--- config.mk ---
export PLATFORM = sky130hd
export DESIGN_NAME = reply_encoder
export DESIGN_NICKNAME = d
export VERILOG_FILES = /design/src/rtl/bos_pkg.sv /design/src/rtl/rr_arbiter.sv /design/src/rtl/reply_encoder.sv
export SDC_FILE = /design/constraint.sdc
export NUM_CORES = 1
export LEC_CHECK = 0
export CAP_MARGIN = 25
export CORE_ASPECT_RATIO = 0.9
export CORE_MARGIN = 5
export CORE_UTILIZATION = 55
export CTS_BUF_LIST = sky130_fd_sc_hd__clkbuf_16
export DETAILED_ROUTE_END_ITERATION = 8
export PLACE_DENSITY = 0.95
export SETUP_SLACK_MARGIN = 0.3
export SYNTH_ARGS = -nofsm -noshare
export SYNTH_HDL_FRONTEND = slang
export SYNTH_SLANG_ARGS = --single-unit
--- constraint.sdc ---
create_clock -name clk -period 11.17 [get_ports clk]
set_input_delay 1.117 -clock clk [delete_from_list [all_inputs] [get_ports clk]]
set_output_delay 1.117 -clock clk [all_outputs]
set_load 0.005 [all_outputs]
--- src/rtl/bos_pkg.sv ---
// rtl/bos_pkg.sv - shared RS-485 link constants and reply encoder state encoding
package bos_pkg;

  localparam int         N_SRC          = 5;
  localparam logic [7:0] SYNC_BYTE      = 8'hAA;
  // SYNC, DEST, LEN and CHK wrap every payload on both link directions.
  localparam int         FRAME_OVERHEAD = 4;

  typedef enum logic [2:0] {
    ST_IDLE    = 3'd0,
    ST_SYNC    = 3'd1,
    ST_DEST    = 3'd2,
    ST_LEN     = 3'd3,
    ST_PAYLOAD = 3'd4,
    ST_CHK     = 3'd5
  } enc_state_t;

endpackage

--- src/rtl/rr_arbiter.sv ---
// rtl/rr_arbiter.sv - N-way round-robin arbiter, pointer advances past the accepted winner
module rr_arbiter #(
  parameter int N = 5,
  localparam int IW = (N > 1) ? $clog2(N) : 1
) (
  input  logic          clk,
  input  logic          rst,
  input  logic [N-1:0]  req,
  input  logic          accept,
  output logic          any,
  output logic [N-1:0]  gnt,
  output logic [IW-1:0] idx
);

  logic [IW-1:0] ptr;
  logic [IW-1:0] cand;

  // Scan from the far end so the candidate closest to ptr is assigned last and wins.
  always_comb begin
    any  = 1'b0;
    idx  = '0;
    gnt  = '0;
    cand = '0;
    for (int k = N - 1; k >= 0; k--) begin
      cand = IW'((int'(ptr) + k) % N);
      if (req[cand]) begin
        any = 1'b1;
        idx = cand;
      end
    end
    if (any) gnt[idx] = 1'b1;
  end

  always_ff @(posedge clk) begin
    if (rst) begin
      ptr <= '0;
    end else if (accept && any) begin
      ptr <= (idx == IW'(N - 1)) ? '0 : idx + IW'(1);
    end
  end

endmodule

--- src/rtl/reply_encoder.sv ---
// rtl/reply_encoder.sv - round-robin reply framer feeding the UART transmit byte stream
module reply_encoder #(
  parameter int         N_SRC     = bos_pkg::N_SRC,
  parameter logic [7:0] SYNC_BYTE = bos_pkg::SYNC_BYTE
) (
  input  logic               clk,
  input  logic               rst,
  input  logic [N_SRC-1:0]   src_req_bus,
  input  logic [N_SRC*8-1:0] src_len_bus,
  output logic [N_SRC-1:0]   src_gnt_bus,
  input  logic [N_SRC*8-1:0] src_data_bus,
  input  logic [N_SRC-1:0]   src_valid_bus,
  output logic [N_SRC-1:0]   src_ready_bus,
  output logic [7:0]         tx_data,
  output logic               tx_valid,
  input  logic               tx_ready,
  output logic [2:0]         my_state
);
  import bos_pkg::enc_state_t;
  import bos_pkg::ST_IDLE;
  import bos_pkg::ST_SYNC;
  import bos_pkg::ST_DEST;
  import bos_pkg::ST_LEN;
  import bos_pkg::ST_PAYLOAD;
  import bos_pkg::ST_CHK;

  localparam int IW = (N_SRC > 1) ? $clog2(N_SRC) : 1;

  enc_state_t       state;
  logic [IW-1:0]    g;
  logic [7:0]       cnt;
  logic [7:0]       chk;
  logic             arb_any;
  logic [N_SRC-1:0] arb_gnt;
  logic [IW-1:0]    arb_idx;
  logic [7:0]       len_arr  [N_SRC];
  logic [7:0]       data_arr [N_SRC];
  logic             can_load;
  logic             pay_take;

  for (genvar i = 0; i < N_SRC; i++) begin : g_unpack
    assign len_arr[i]  = src_len_bus[8*i +: 8];
    assign data_arr[i] = src_data_bus[8*i +: 8];
  end

  assign can_load = !tx_valid || tx_ready;
  assign my_state = state;

  rr_arbiter #(.N(N_SRC)) u_arb (
    .clk    (clk),
    .rst    (rst),
    .req    (src_req_bus),
    .accept (state == ST_IDLE),
    .any    (arb_any),
    .gnt    (arb_gnt),
    .idx    (arb_idx)
  );

  // Only the granted source is offered the output register, and only while it can load.
  always_comb begin
    src_ready_bus = '0;
    if (state == ST_PAYLOAD) src_ready_bus[g] = can_load;
  end

  assign pay_take = src_valid_bus[g] && src_ready_bus[g];

  always_ff @(posedge clk) begin
    if (rst) begin
      state       <= ST_IDLE;
      g           <= '0;
      cnt         <= '0;
      chk         <= '0;
      tx_data     <= '0;
      tx_valid    <= 1'b0;
      src_gnt_bus <= '0;
    end else begin
      src_gnt_bus <= '0;
      if (tx_valid && tx_ready) tx_valid <= 1'b0;
      case (state)
        ST_IDLE: begin
          if (arb_any) begin
            g           <= arb_idx;
            cnt         <= len_arr[arb_idx];
            chk         <= '0;
            src_gnt_bus <= arb_gnt;
            state       <= ST_SYNC;
          end
        end
        ST_SYNC: begin
          if (can_load) begin
            tx_data  <= SYNC_BYTE;
            tx_valid <= 1'b1;
            state    <= ST_DEST;
          end
        end
        ST_DEST: begin
          if (can_load) begin
            tx_data  <= 8'(g);
            tx_valid <= 1'b1;
            chk      <= chk ^ 8'(g);
            state    <= ST_LEN;
          end
        end
        ST_LEN: begin
          if (can_load) begin
            tx_data  <= cnt;
            tx_valid <= 1'b1;
            chk      <= chk ^ cnt;
            state    <= (cnt == 8'd0) ? ST_CHK : ST_PAYLOAD;
          end
        end
        ST_PAYLOAD: begin
          if (pay_take) begin
            tx_data  <= data_arr[g];
            tx_valid <= 1'b1;
            chk      <= chk ^ data_arr[g];
            cnt      <= cnt - 8'd1;
            if (cnt == 8'd1) state <= ST_CHK;
          end
        end
        ST_CHK: begin
          if (can_load) begin
            tx_data  <= chk;
            tx_valid <= 1'b1;
            state    <= ST_IDLE;
          end
        end
        default: state <= ST_IDLE;
      endcase
    end
  end

endmodule

==> reports/qor.txt, run 1 <==
Worst setup SP type: register
Core area: 8110 sq um
Seq pwr share: 0.141
Async SR Flop Fraction: 0
Footprint of the multi-input gates: 3570 sq um
H-tree depth: 2
Synth cell types: 83
Max rail drop VDD: 0.204 mV
Main combinational cell family by area after synthesis: compound AO/OA/AOI/OAI gates
GRT overflow: 0
Post-synthesis sequential area ratio: 0.169
Comb pwr share: 0.763
Syn_nets: 751
Adder-Cell Fraction of Synth Area: 0.0651
Largest net degree at the start of global routing: 34
First DRT Iteration DRCs: 569
Sw frac: 0.532
Status: completed
Cell Area, Synth: 4610 sq um
# rows: 31
DR vias: 5,486
Prevailing post-synth register cell: dfxtp_1
Class of the tightest hold or removal check: register to register
Final Slew Violations: 0
Clock share of power: 0.097
Dpl hpwl: 12,000 um
YS warnings: 0
#FFs+latches synth: 39
Later-pin clock latency in the skew report: 290 ps
Cells after synthesis: 634
Crit-path max FO: 15
Via density: 6.69
Synth Area in XOR/XNOR: 0.0206
DR pass1 iterations: 7
Post-Route Setup TNS: 0 ps
First-pass GRT wire length: 24,800 um
Fill cell count: 641
CTS tree: built
CTS root buf: clkbuf_16
Register Area: 781 sq um
Slew @ Worst Pin: 900 ps
Critical path required time: 11,370 ps
PwrDens: 291 nW/um^2
Final-report hold violation count: 0
Clk_skew: 6.73 ps
Time the worst path needs with I/O delays and setup: 5740 ps
RSZ-0062 raised after global routing: no
I/O pin cnt: 115
CTS resizes: 0
Maxcap violations: 0
Synthesis-to-layout area growth: 27.8%
Post-synthesis simple-gate area fraction: 0.233
Compound-Gate Fraction of Synth Area: 0.354
# Post-CTS Setup Buffers: 0
CTS sink cnt: 39
CP endpoint kind: register
Post-synthesis mux area share: 0.102
Share of cells above drive strength 1: 0.0693
Drt total wl: 15,700 um
I/O Buffers: 114
Gp weighted congestion: 0.953
Slew margin rel.: 0.396
Psw: 0.914 mW
LEAKAGE: 2.27 nW
Global Route Usage Sum: 0.287
Fin crit share: 0.514
Vias in the first global route: 5,048
Clock tree buffer depth: 2
Die Wd: 107 um
Crit path DAT: 5930 ps
Internal power: 0.805 mW
Initial Util: 0.569
Die Y: 96.9 um
Num CTS Buffers: 5
Routed WL per cell: 19.2 um
Initial antenna violation count: 0
Final setup viols: 0
Nets@finish: 837
Ant. Diodes: 0
Clock slew at reported path FFs: 60 ps
CP Class: register to register
Post-route DRC: 0
Hold_ws: 475 ps
Fmax: 0.174 GHz
Hold buffer count at cts: 0
Die area: 10,300 sq um
Final ANT Viol Nets: 0
Number of flops mapped to enable cells by yosys: 0
Syn Area/Cell: 7.28 sq um
critical path, cell delays in order (launching register included):
cell	delay [ps]
dfxtp_1	310
inv_1	460
ha_1	420
inv_1	140
ha_1	460
nor2b_1	280
inv_1	70
ha_1	270
nand2b_1	170
o21ai_1	290
o21ai_1	150
a221oi_2	490
mux2i_1	420
o21ai_0	190
nand3_1	100
and3_1	460
inv_2	130
ha_1	230
or3_1	340
a311oi_1	250
kinds of logic (layout without fill, tap and decap cells):
| logic type | Yosys count | count (layout) |
|---|---|---|
| AO/OA/AOI/OAI | 233 | 233 |
| AND/OR/NAND/NOR | 223 | 223 |
| buffers and inverters | 62 | 149 |
| multiplexers | 43 | 43 |
| flip-flops | 39 | 39 |
| adder cells (fa/ha/maj) | 24 | 24 |
| XOR/XNOR | 10 | 10 |
Yosys cell counts, types with 9 or more instances:
cell,number,area share
nor2_1,78,0.063
a21oi_1,60,0.065
nand2_1,41,0.033
dfxtp_1,39,0.17
o21ai_0,37,0.040
mux2i_1,30,0.065
clkbuf_1,25,0.020
ha_1,24,0.065
nor3_1,21,0.023
inv_1,18,0.015
nand3_1,17,0.018
nand2b_1,12,0.016
a31oi_1,11,0.015
o211ai_1,11,0.018
mux2_2,10,0.024
a211oi_1,9,0.015
and3_1,9,0.012
nor2b_1,9,0.012
o221ai_1,9,0.017
layout by cell type (no fill, tap or decap), types with 10 or more instances in the layout:
cell type and n:
clkdlybuf4s50_1 114, nor2_1 78, a21oi_1 60, nand2_1 41
dfxtp_1 39, o21ai_0 37, mux2i_1 30, ha_1 24
nor3_1 21, inv_1 18, nand3_1 17, nand2b_1 12
a31oi_1 11, o211ai_1 11, mux2_2 10
metrics by stage:
step / instance area, sq um / setup slack (ps) / power (mW) / std cells / util
2_1_floorplan: 4610 / 6150 / 1.23 / 634 / -
3_3_place_gp: 5730 / 5860 / 1.46 / 812 / 0.707
3_5_place_dp: 5730 / 5600 / 1.51 / 812 / 0.707
4_1_cts: 5900 / 5570 / 1.68 / 820 / 0.728
5_1_grt: 5900 / 5070 / 1.85 / 820 / 0.728
6_report: 5900 / 5430 / 1.72 / 820 / 0.728
flip-flops by register name, summed over array words and instances, names as in the netlist:
name         cells
chk              8
my_state         3
src_gnt_bus      5
tx_data          8
g                3
u_arb.ptr        3
tx_valid         1
cnt              8
worst paths after layout:
| check | start | end | slack, ps | cells past startpoint |
|---|---|---|---|---|
| min | chk[5]$_SDFFE_PP0P_ | chk[5]$_SDFFE_PP0P_ | 480 | 2 |
| min reg2reg | chk[5]$_SDFFE_PP0P_ | chk[5]$_SDFFE_PP0P_ | 480 | 2 |
| max | u_arb.ptr[0]$_SDFFE_PP0P_ | u_arb.ptr[2]$_SDFFE_PP0P_ | 5430 | 19 |
| max reg2reg | u_arb.ptr[0]$_SDFFE_PP0P_ | u_arb.ptr[2]$_SDFFE_PP0P_ | 5430 | 19 |
metal layers:
metal / wire [um] / share of wire / global-route usage
met2: 7230 / 0.46 / 0.461
met5: 0 / 0 / 0
met1: 6540 / 0.42 / 0.387
met4: 328 / 0.021 / 0.0875
met3: 1620 / 0.10 / 0.0586
power groups by stage:
stage | clock (mW) | sequential, mW | combinational [mW]
floorplan | 0 | 0.210 | 1.02
global placement | 0 | 0.239 | 1.22
detailed placement | 0 | 0.241 | 1.27
CTS | 0.166 | 0.239 | 1.28
global route | 0.173 | 0.248 | 1.42
finish | 0.166 | 0.242 | 1.31
final cells by class:
class / instances / area share
Multi-Input combinational cell: 533 / 0.606
Timing Repair Buffer: 117 / 0.197
Sequential cell: 39 / 0.132
Clock buffer: 5 / 0.0212
Tap cell: 99 / 0.0210
Inverter: 24 / 0.0153
Clock inverter: 3 / 0.00742
Note: power is estimated with default switching activity, not from simulation.
==> run 2, diff against run 1 <==
- CORE_UTILIZATION: 55 -> 51
- PLACE_DENSITY: 0.95 -> 0.9
- clock period: 11.17 -> 5.7 ns (I/O delays scaled with it)
==> run 2 against run 1 <==
  * Clock power up 73%
  * Critical path depth did not move
  * Worst hold slack worse by 2.4 ps
  * Fmax is 13% higher
  * Final cell count increased by 3.3%
  * Sequential share of layout area fell by 0.14 points
  * Power grew 95%
  * Critical endpoint unchanged
  * Highest routed layer unchanged
==> reports/qor.txt, run 2 (synthesis gave the netlist of run 1 again) <==
Synthesis-to-layout area growth: 29.4%
First DRT Iteration DRCs: 441 (-22%)
Final Cell Area: 5970 sq um (+1.2%)
Routed WL per cell: 17.8 um (-7.0%)
Biggest regs: chk x8, cnt x8, tx_data x8
DR vias: 5,391 (-1.7%)
Final setup viols: 0 (unchanged)
Post-Route Setup TNS: 0 ps (unchanged)
Global Route Usage Sum: 0.261 (-0.0260)
Via density: 6.36 (-4.9%)
Slowest-stage cell, CP: dfxtp_1
Final Slew Violations: 0 (unchanged)
Bufs and invs on worst path: 4 (unchanged)
Vias in the first global route: 5,002 (-0.91%)
Clk_skew: 4.71 ps (-2.02 ps)
CP Class: register to register
Initial Util: 0.515 (-0.0542)
Share of cells above drive strength 1: 0.0855 (+0.0162)
Worst path max stage delay: 570 ps (+80 ps)
Initial antenna violation count: 0 (unchanged)
Crit-path max FO: 20 (+5)
Crit path DAT: 5290 ps (-640 ps)
H-tree depth: 2 (unchanged)
Post-route DRC: 0 (unchanged)
Slew @ Worst Pin: 889 ps (-10.7 ps)
Post-layout util: 0.667 (-0.0612)
Area post-placement: 5790 sq um (+1.0%)
I/O pin cnt: 115 (unchanged)
Hold buffer count at cts: 0 (unchanged)
CP most frequent cell: ha_1
Pwr Total: 3.35 mW (+95%)
Critical path required time: 5890 ps (-5480 ps)
CTS sink cnt: 39 (unchanged)
Max rail drop VDD: 0.362 mV (+77%)
PwrDens: 561 nW/um^2 (+93%)
DR pass1 iterations: 5 (-2)
PnR worst setup slack: 605 ps (-4830 ps)
Fin crit share: 0.894 (+0.380)
Final-report hold violation count: 0 (unchanged)
Class of the tightest hold or removal check: register to register
Fmax: 0.196 GHz (+13%)
Later-pin clock latency in the skew report: 290 ps (about the same)
Nets@finish: 841 (+0.48%)
Core area: 8960 sq um (+11%)
Clock tree buffer depth: 2 (unchanged)
Ant. Diodes: 0 (unchanged)
Gp weighted congestion: 0.984 (+3.3%)
Most frequent cells in the layout: clkdlybuf4s50_1, nor2_1, a21oi_1, nand2_1, dfxtp_1
CTS root buf: clkbuf_16
Dpl hpwl: 11,600 um (-3.2%)
RSZ-0062 raised after global routing: no
Slew margin rel.: 0.403 (+0.00721)
Num CTS Buffers: 5 (unchanged)
LEAKAGE: 2.26 nW (-0.14%)
Largest net degree at the start of global routing: 33 (-2.9%)
Crit-path cells: inv_4 > ha_2 > inv_1 > ha_1 > nor2b_2 > inv_1 > ha_1 > nand2b_1 > o21ai_2 > o21ai_1 > a221oi_4 > mux2i_2 > nand2_1 > o2111a_1 > o32a_2 > buf_4 > ha_1 > or3_1 > a311oi_1
CTS tree: built
Place WS: 351 ps (-5250 ps)
I/O Buffers: 114 (unchanged)
Most common cell after layout, fill and taps aside: clkdlybuf4s50_1
Die Y: 100 um (+3.5%)
GRT overflow: 0 (unchanged)
Clock slew at reported path FFs: 70 ps (about the same)
Die area: 11,100 sq um (+7.1%)
Drt total wl: 15,100 um (-3.9%)
# rows: 33 (+6.5%)
Fill cell count: 761 (+19%)
CP endpoint kind: register
Status: completed
Die Wd: 110 um (+3.5%)
Worst setup SP type: register
First-pass GRT wire length: 23,900 um (-3.5%)
Final ANT Viol Nets: 0 (unchanged)
Time the worst path needs with I/O delays and setup: 5100 ps (-642 ps)
Family with the most delay on the worst path: compound AO/OA/AOI/OAI gates
Maxcap violations: 0 (unchanged)
[run 2: changes by cell type in the layout (fill, tap and decap cells not counted), moves of 2 or more]
cell	previous run	this run
ha_2	0	2
clkinvlp_4	0	2
buf_4	3	7
ha_1	24	22
[run 2: metal layers]
| layer | share of wire | track usage | wire (um) | vias to the layer above |
|---|---|---|---|---|
| met4 | 0.019 | 0.0748 | 293 | 0 |
| met3 | 0.083 | 0.0309 | 1260 | 36 |
| met2 | 0.47 | 0.432 | 7140 | 319 |
| li1 | - | - | - | 2572 |
| met5 | 0 | 0 | 0 | - |
| met1 | 0.42 | 0.357 | 6400 | 2464 |
[run 2: path summary, 6_finish.rpt]
path | from | endpoint | slack (ps) | cells after the start
max | u_arb.ptr[1]$_SDFFE_PP0P_ | u_arb.ptr[2]$_SDFFE_PP0P_ | 600 | 19
min | chk[3]$_SDFFE_PP0P_ | chk[3]$_SDFFE_PP0P_ | 470 | 2
max reg2reg | u_arb.ptr[1]$_SDFFE_PP0P_ | u_arb.ptr[2]$_SDFFE_PP0P_ | 600 | 19
min reg2reg | chk[3]$_SDFFE_PP0P_ | chk[3]$_SDFFE_PP0P_ | 470 | 2
[run 2: repair_timing]
| item | in CTS | in global routing |
|---|---|---|
| setup buffers | 0 | 0 |
| endpoints found under the hold margin | 0 | 0 |
| gates resized for setup | 0 | 10 |
| setup endpoints to repair | 0 | 23 |
[run 2: worst reg2reg max path, cell delays in order, from the launching register on]
cell and delay, ps:
dfxtp_1 570, inv_4 150, ha_2 260, inv_1 120
ha_1 390, nor2b_2 270, inv_1 70, ha_1 260
nand2b_1 190, o21ai_2 240, o21ai_1 170, a221oi_4 410
mux2i_2 370, nand2_1 100, o2111a_1 150, o32a_2 190
buf_4 240, ha_1 250, or3_1 370, a311oi_1 250
[run 2: power breakdown]
group	switching [mW]	leakage, nW	internal (mW)	total, mW
logic	1.53	1.88	1.06	2.59
clock network	0.123	0.0664	0.164	0.287
registers	0.121	0.320	0.350	0.472
[run 2: layout make-up]
cell class,count,area [sq um],area share
tap,122,153,0.0256
clock buffer,5,125,0.0210
clock inverter,3,23.8,0.00398
timing repair buffer,121,1190,0.200
inverter,24,92.6,0.0155
multi-input combinational,533,3600,0.603
sequential,39,782,0.131
[run 2: through the flow]
step | hold WS (ps) | instances
final | 473 | 847
after global routing | 492 | 847
after CTS | 473 | 847
after detailed placement | 463 | 839
after global placement | 451 | 839
after floorplan | 440 | 634
==> run 3, diff against run 2 <==
- ABC_AREA: unset -> 1
- CORE_UTILIZATION: 51 -> 54
- PLACE_DENSITY: 0.9 -> 0.95
- clock period: 5.7 -> 6.1 ns (I/O delays scaled with it)
==> run 3 against run 2 <==
  * Via count rose by 0.32%
  * Critical path depth up 8
  * Clock skew grew 2.2 ps
  * Clock power down 11%
  * Flip-flop and latch count stayed put
  * Utilization rose by 4.7 points
  * Routed wire length down 5.3%
  * Global-route usage up 1.7 points
  * Sequential share of layout area grew 0.60 points
  * Sequential power down 2%
  * Worst hold slack improved by 13 ps
==> reports/qor.txt, run 3 <==
H-tree depth: 2 (unchanged)
Main combinational cell family by area after synthesis: simple AND/OR/NAND/NOR gates
Drt total wl: 14,300 um (-5.3%)
Routed WL per cell: 15.2 um (-14%)
Die Y: 95.5 um (-4.8%)
Hold buffer count at cts: 0 (unchanged)
Status: completed
R2R depth: 27 (+8)
Final-report hold violation count: 0 (unchanged)
Num CTS Buffers: 5 (unchanged)
Slew @ Worst Pin: 843 ps (-46.3 ps)
Fmax: 0.208 GHz (+5.7%)
Prevailing post-synth register cell: dfxtp_1
Fin crit share: 0.790 (-0.104)
Async SR Flop Fraction: 0 (unchanged)
Post-synthesis mux area share: 0 (-0.102)
Critical path required time: 6310 ps (+420 ps)
PwrDens: 654 nW/um^2 (+16%)
CTS root buf: clkbuf_16
# Post-CTS Setup Buffers: 0 (unchanged)
DR vias: 5,408 (+0.32%)
Maxcap violations: 0 (unchanged)
Ant. Diodes: 0 (unchanged)
Post-layout util: 0.714 (+0.0472)
Hold Crit Start: tx_data[6]$_SDFFE_PP0P_
Post-Route Setup TNS: 0 ps (unchanged)
Time the worst path needs with I/O delays and setup: 4820 ps (-276 ps)
Compound-Gate Fraction of Synth Area: 0.188 (-0.166)
Via density: 5.77 (-9.3%)
Synth Area in XOR/XNOR: 0.0383 (+0.0176)
YS warnings: 0 (unchanged)
RSZ-0062 raised after global routing: no
GRT overflow: 0 (unchanged)
Clk_skew: 6.89 ps (+2.18 ps)
I/O pin cnt: 115 (unchanged)
CP Class: register to register
I/O Buffers: 114 (unchanged)
Max rail drop VDD: 0.420 mV (+16%)
Nets@finish: 954 (+13%)
Syn_nets: 851 (+13%)
Adder-Cell Fraction of Synth Area: 0.0685 (+0.00344)
Die Wd: 105 um (-4.8%)
Syn Area/Cell: 5.97 sq um (-18%)
Later-pin clock latency in the skew report: 280 ps (about the same)
Most frequent cells in the layout: nand2_1, clkdlybuf4s50_1, inv_1, nand3_1, nor2_1
Initial antenna violation count: 0 (unchanged)
Dpl hpwl: 11,200 um (-3.3%)
#FFs+latches synth: 39 (unchanged)
Final ANT Viol Nets: 0 (unchanged)
Cell taking the most area after synthesis: dfxtp_1
Crit-path max FO: 21 (+5.0%)
DR pass1 iterations: 5 (unchanged)
LEAKAGE: 2.63 nW (+16%)
Final Cell Area: 5700 sq um (-4.5%)
CP endpoint kind: register
First-pass GRT wire length: 23,600 um (-0.98%)
Post-synthesis sequential area ratio: 0.178 (+0.00894)
Global Route Usage Sum: 0.279 (+0.0173)
Slew margin rel.: 0.437 (+0.0341)
CTS resizes: 0 (unchanged)
Clock slew at reported path FFs: 60 ps (about the same)
Synthesis-to-layout area growth: 30.1%
Synth cell types: 46 (-45%)
Number of flops mapped to enable cells by yosys: 0 (unchanged)
Initial Util: 0.549 (+0.0335)
Core area: 7990 sq um (-11%)
Worst setup SP type: register
Area post-placement: 5560 sq um (-3.9%)
Synth cell count leaders: nand2_1, inv_1, nand3_1, nor2_1, o21ai_0
Synth top area share: 0.178 (+0.00894)
Post-synthesis simple-gate area fraction: 0.405 (+0.171)
Most numerous cell in the Yosys netlist: nand2_1
CTS tree: built
Share of cells above drive strength 1: 0.0871 (+0.00159)
Cells after synthesis: 734 (+16%)
Synth area leaders: dfxtp_1, nand2_1, nand3_1
Class of the tightest hold or removal check: register to register
Most common cell after layout, fill and taps aside: nand2_1
Largest net degree at the start of global routing: 31 (-6.1%)
Final Slew Violations: 0 (unchanged)
# rows: 31 (-6.1%)
Die area: 10,000 sq um (-9.3%)
Vias in the first global route: 5,153 (+3.0%)
Worst reg-to-reg setup slack: 1280 ps (+680 ps)
Cell Area, Synth: 4380 sq um (-5.0%)
Reg-to-Reg End: u_arb.ptr[2]$_SDFFE_PP0P_
Worst Hold Depth: 2 (unchanged)
CTS sink cnt: 39 (unchanged)
Gp weighted congestion: 0.989 (+0.54%)
Clock tree buffer depth: 2 (unchanged)
FF-to-FF Start: u_arb.ptr[1]$_SDFFE_PP0P_
Final setup viols: 0 (unchanged)
Post-route DRC: 0 (unchanged)
Hold Path Sink: tx_data[6]$_SDFFE_PP0P_
Biggest regs: chk x8, cnt x8, tx_data x8
Crit path DAT: 5030 ps (-260 ps)
First DRT Iteration DRCs: 531 (+20%)
-- run 3: cell count changes after synthesis, moves of 15 or more --
cell     before  now
nand2_1      41  159
nand2_2       0   19
a21oi_1      60   45
nand3_1      17   92
mux2i_1      30    0
inv_1        18  105
-- run 3: area by class of cell --
cell class | instances | area [sq um]
clock buffer | 5 | 125
clock inverter | 3 | 16.3
fill | 678 | 2290
inverter | 112 | 420
multi-input combinational | 561 | 3070
sequential | 39 | 781
tap | 99 | 124
timing repair buffer | 118 | 1170
-- run 3: stage by stage --
step                hold slack (ps)  worst slack (ps)  instances  power, mW
finish                          486              1280        937       3.73
floorplan                       465              1940        734       2.73
detailed placement              473              1420        929       3.37
CTS                             489              1380        937       3.66
global route                    517              1010        937       4.08
global placement                470              1820        929       3.23
-- run 3: cells by family (layout without fill, tap and decap cells) --
group           Yosys count  after routing
xor+xnor                 17             17
compound gates          138            138
simple gates            382            382
fa+ha+maj                24             24
flops                    39             39
buf+inv                 134            238
-- run 3: worst max path at each step --
stage	depth (start not counted)	start	slack [ps]	to
2_1_floorplan	28	u_arb.ptr[0]$_SDFFE_PP0P_	1940	u_arb.ptr[2]$_SDFFE_PP0P_
3_3_place_gp	29	u_arb.ptr[1]$_SDFFE_PP0P_	1820	u_arb.ptr[1]$_SDFFE_PP0P_
3_5_place_dp	29	u_arb.ptr[1]$_SDFFE_PP0P_	1420	u_arb.ptr[2]$_SDFFE_PP0P_
4_1_cts	29	u_arb.ptr[1]$_SDFFE_PP0P_	1380	u_arb.ptr[2]$_SDFFE_PP0P_
5_1_grt	29	u_arb.ptr[1]$_SDFFE_PP0P_	1010	u_arb.ptr[1]$_SDFFE_PP0P_
6_report	27	u_arb.ptr[1]$_SDFFE_PP0P_	1280	u_arb.ptr[2]$_SDFFE_PP0P_
-- run 3: where the power goes --
part	total (mW)	leakage, nW	switching [mW]	internal, mW
Clock	0.255	0.0710	0.105	0.149
Sequential	0.462	0.321	0.108	0.353
Combinational	3.01	2.24	1.96	1.05
Total	3.73	2.63	2.18	1.55
-- run 3: worst max-delay path: stages, from the launching register on --
cell	delay, ps
dfxtp_1	470
inv_1	230
ha_1	250
inv_1	90
ha_1	260
inv_1	130
nand3_2	130
nand2_2	110
xor2_1	250
ha_1	200
inv_1	50
or2_2	280
nand3_2	120
nand3_1	170
nand2_1	160
nand2_1	80
nand3_1	90
nand3_1	150
nand3_1	130
nand3_1	110
nand2_1	90
nand2_2	60
nand2_4	160
nand2_2	260
ha_1	320
xor2_1	200
nand2_1	80
a21oi_1	120
-- run 3: per-layer routing --
layer  up-vias  global-route usage  wire, um
met3        39              0.0420      1380
met4         0              0.0852       356
met5         -                   0         0
li1       2612                   -         -
met1      2436               0.365      6000
met2       321               0.475      6550
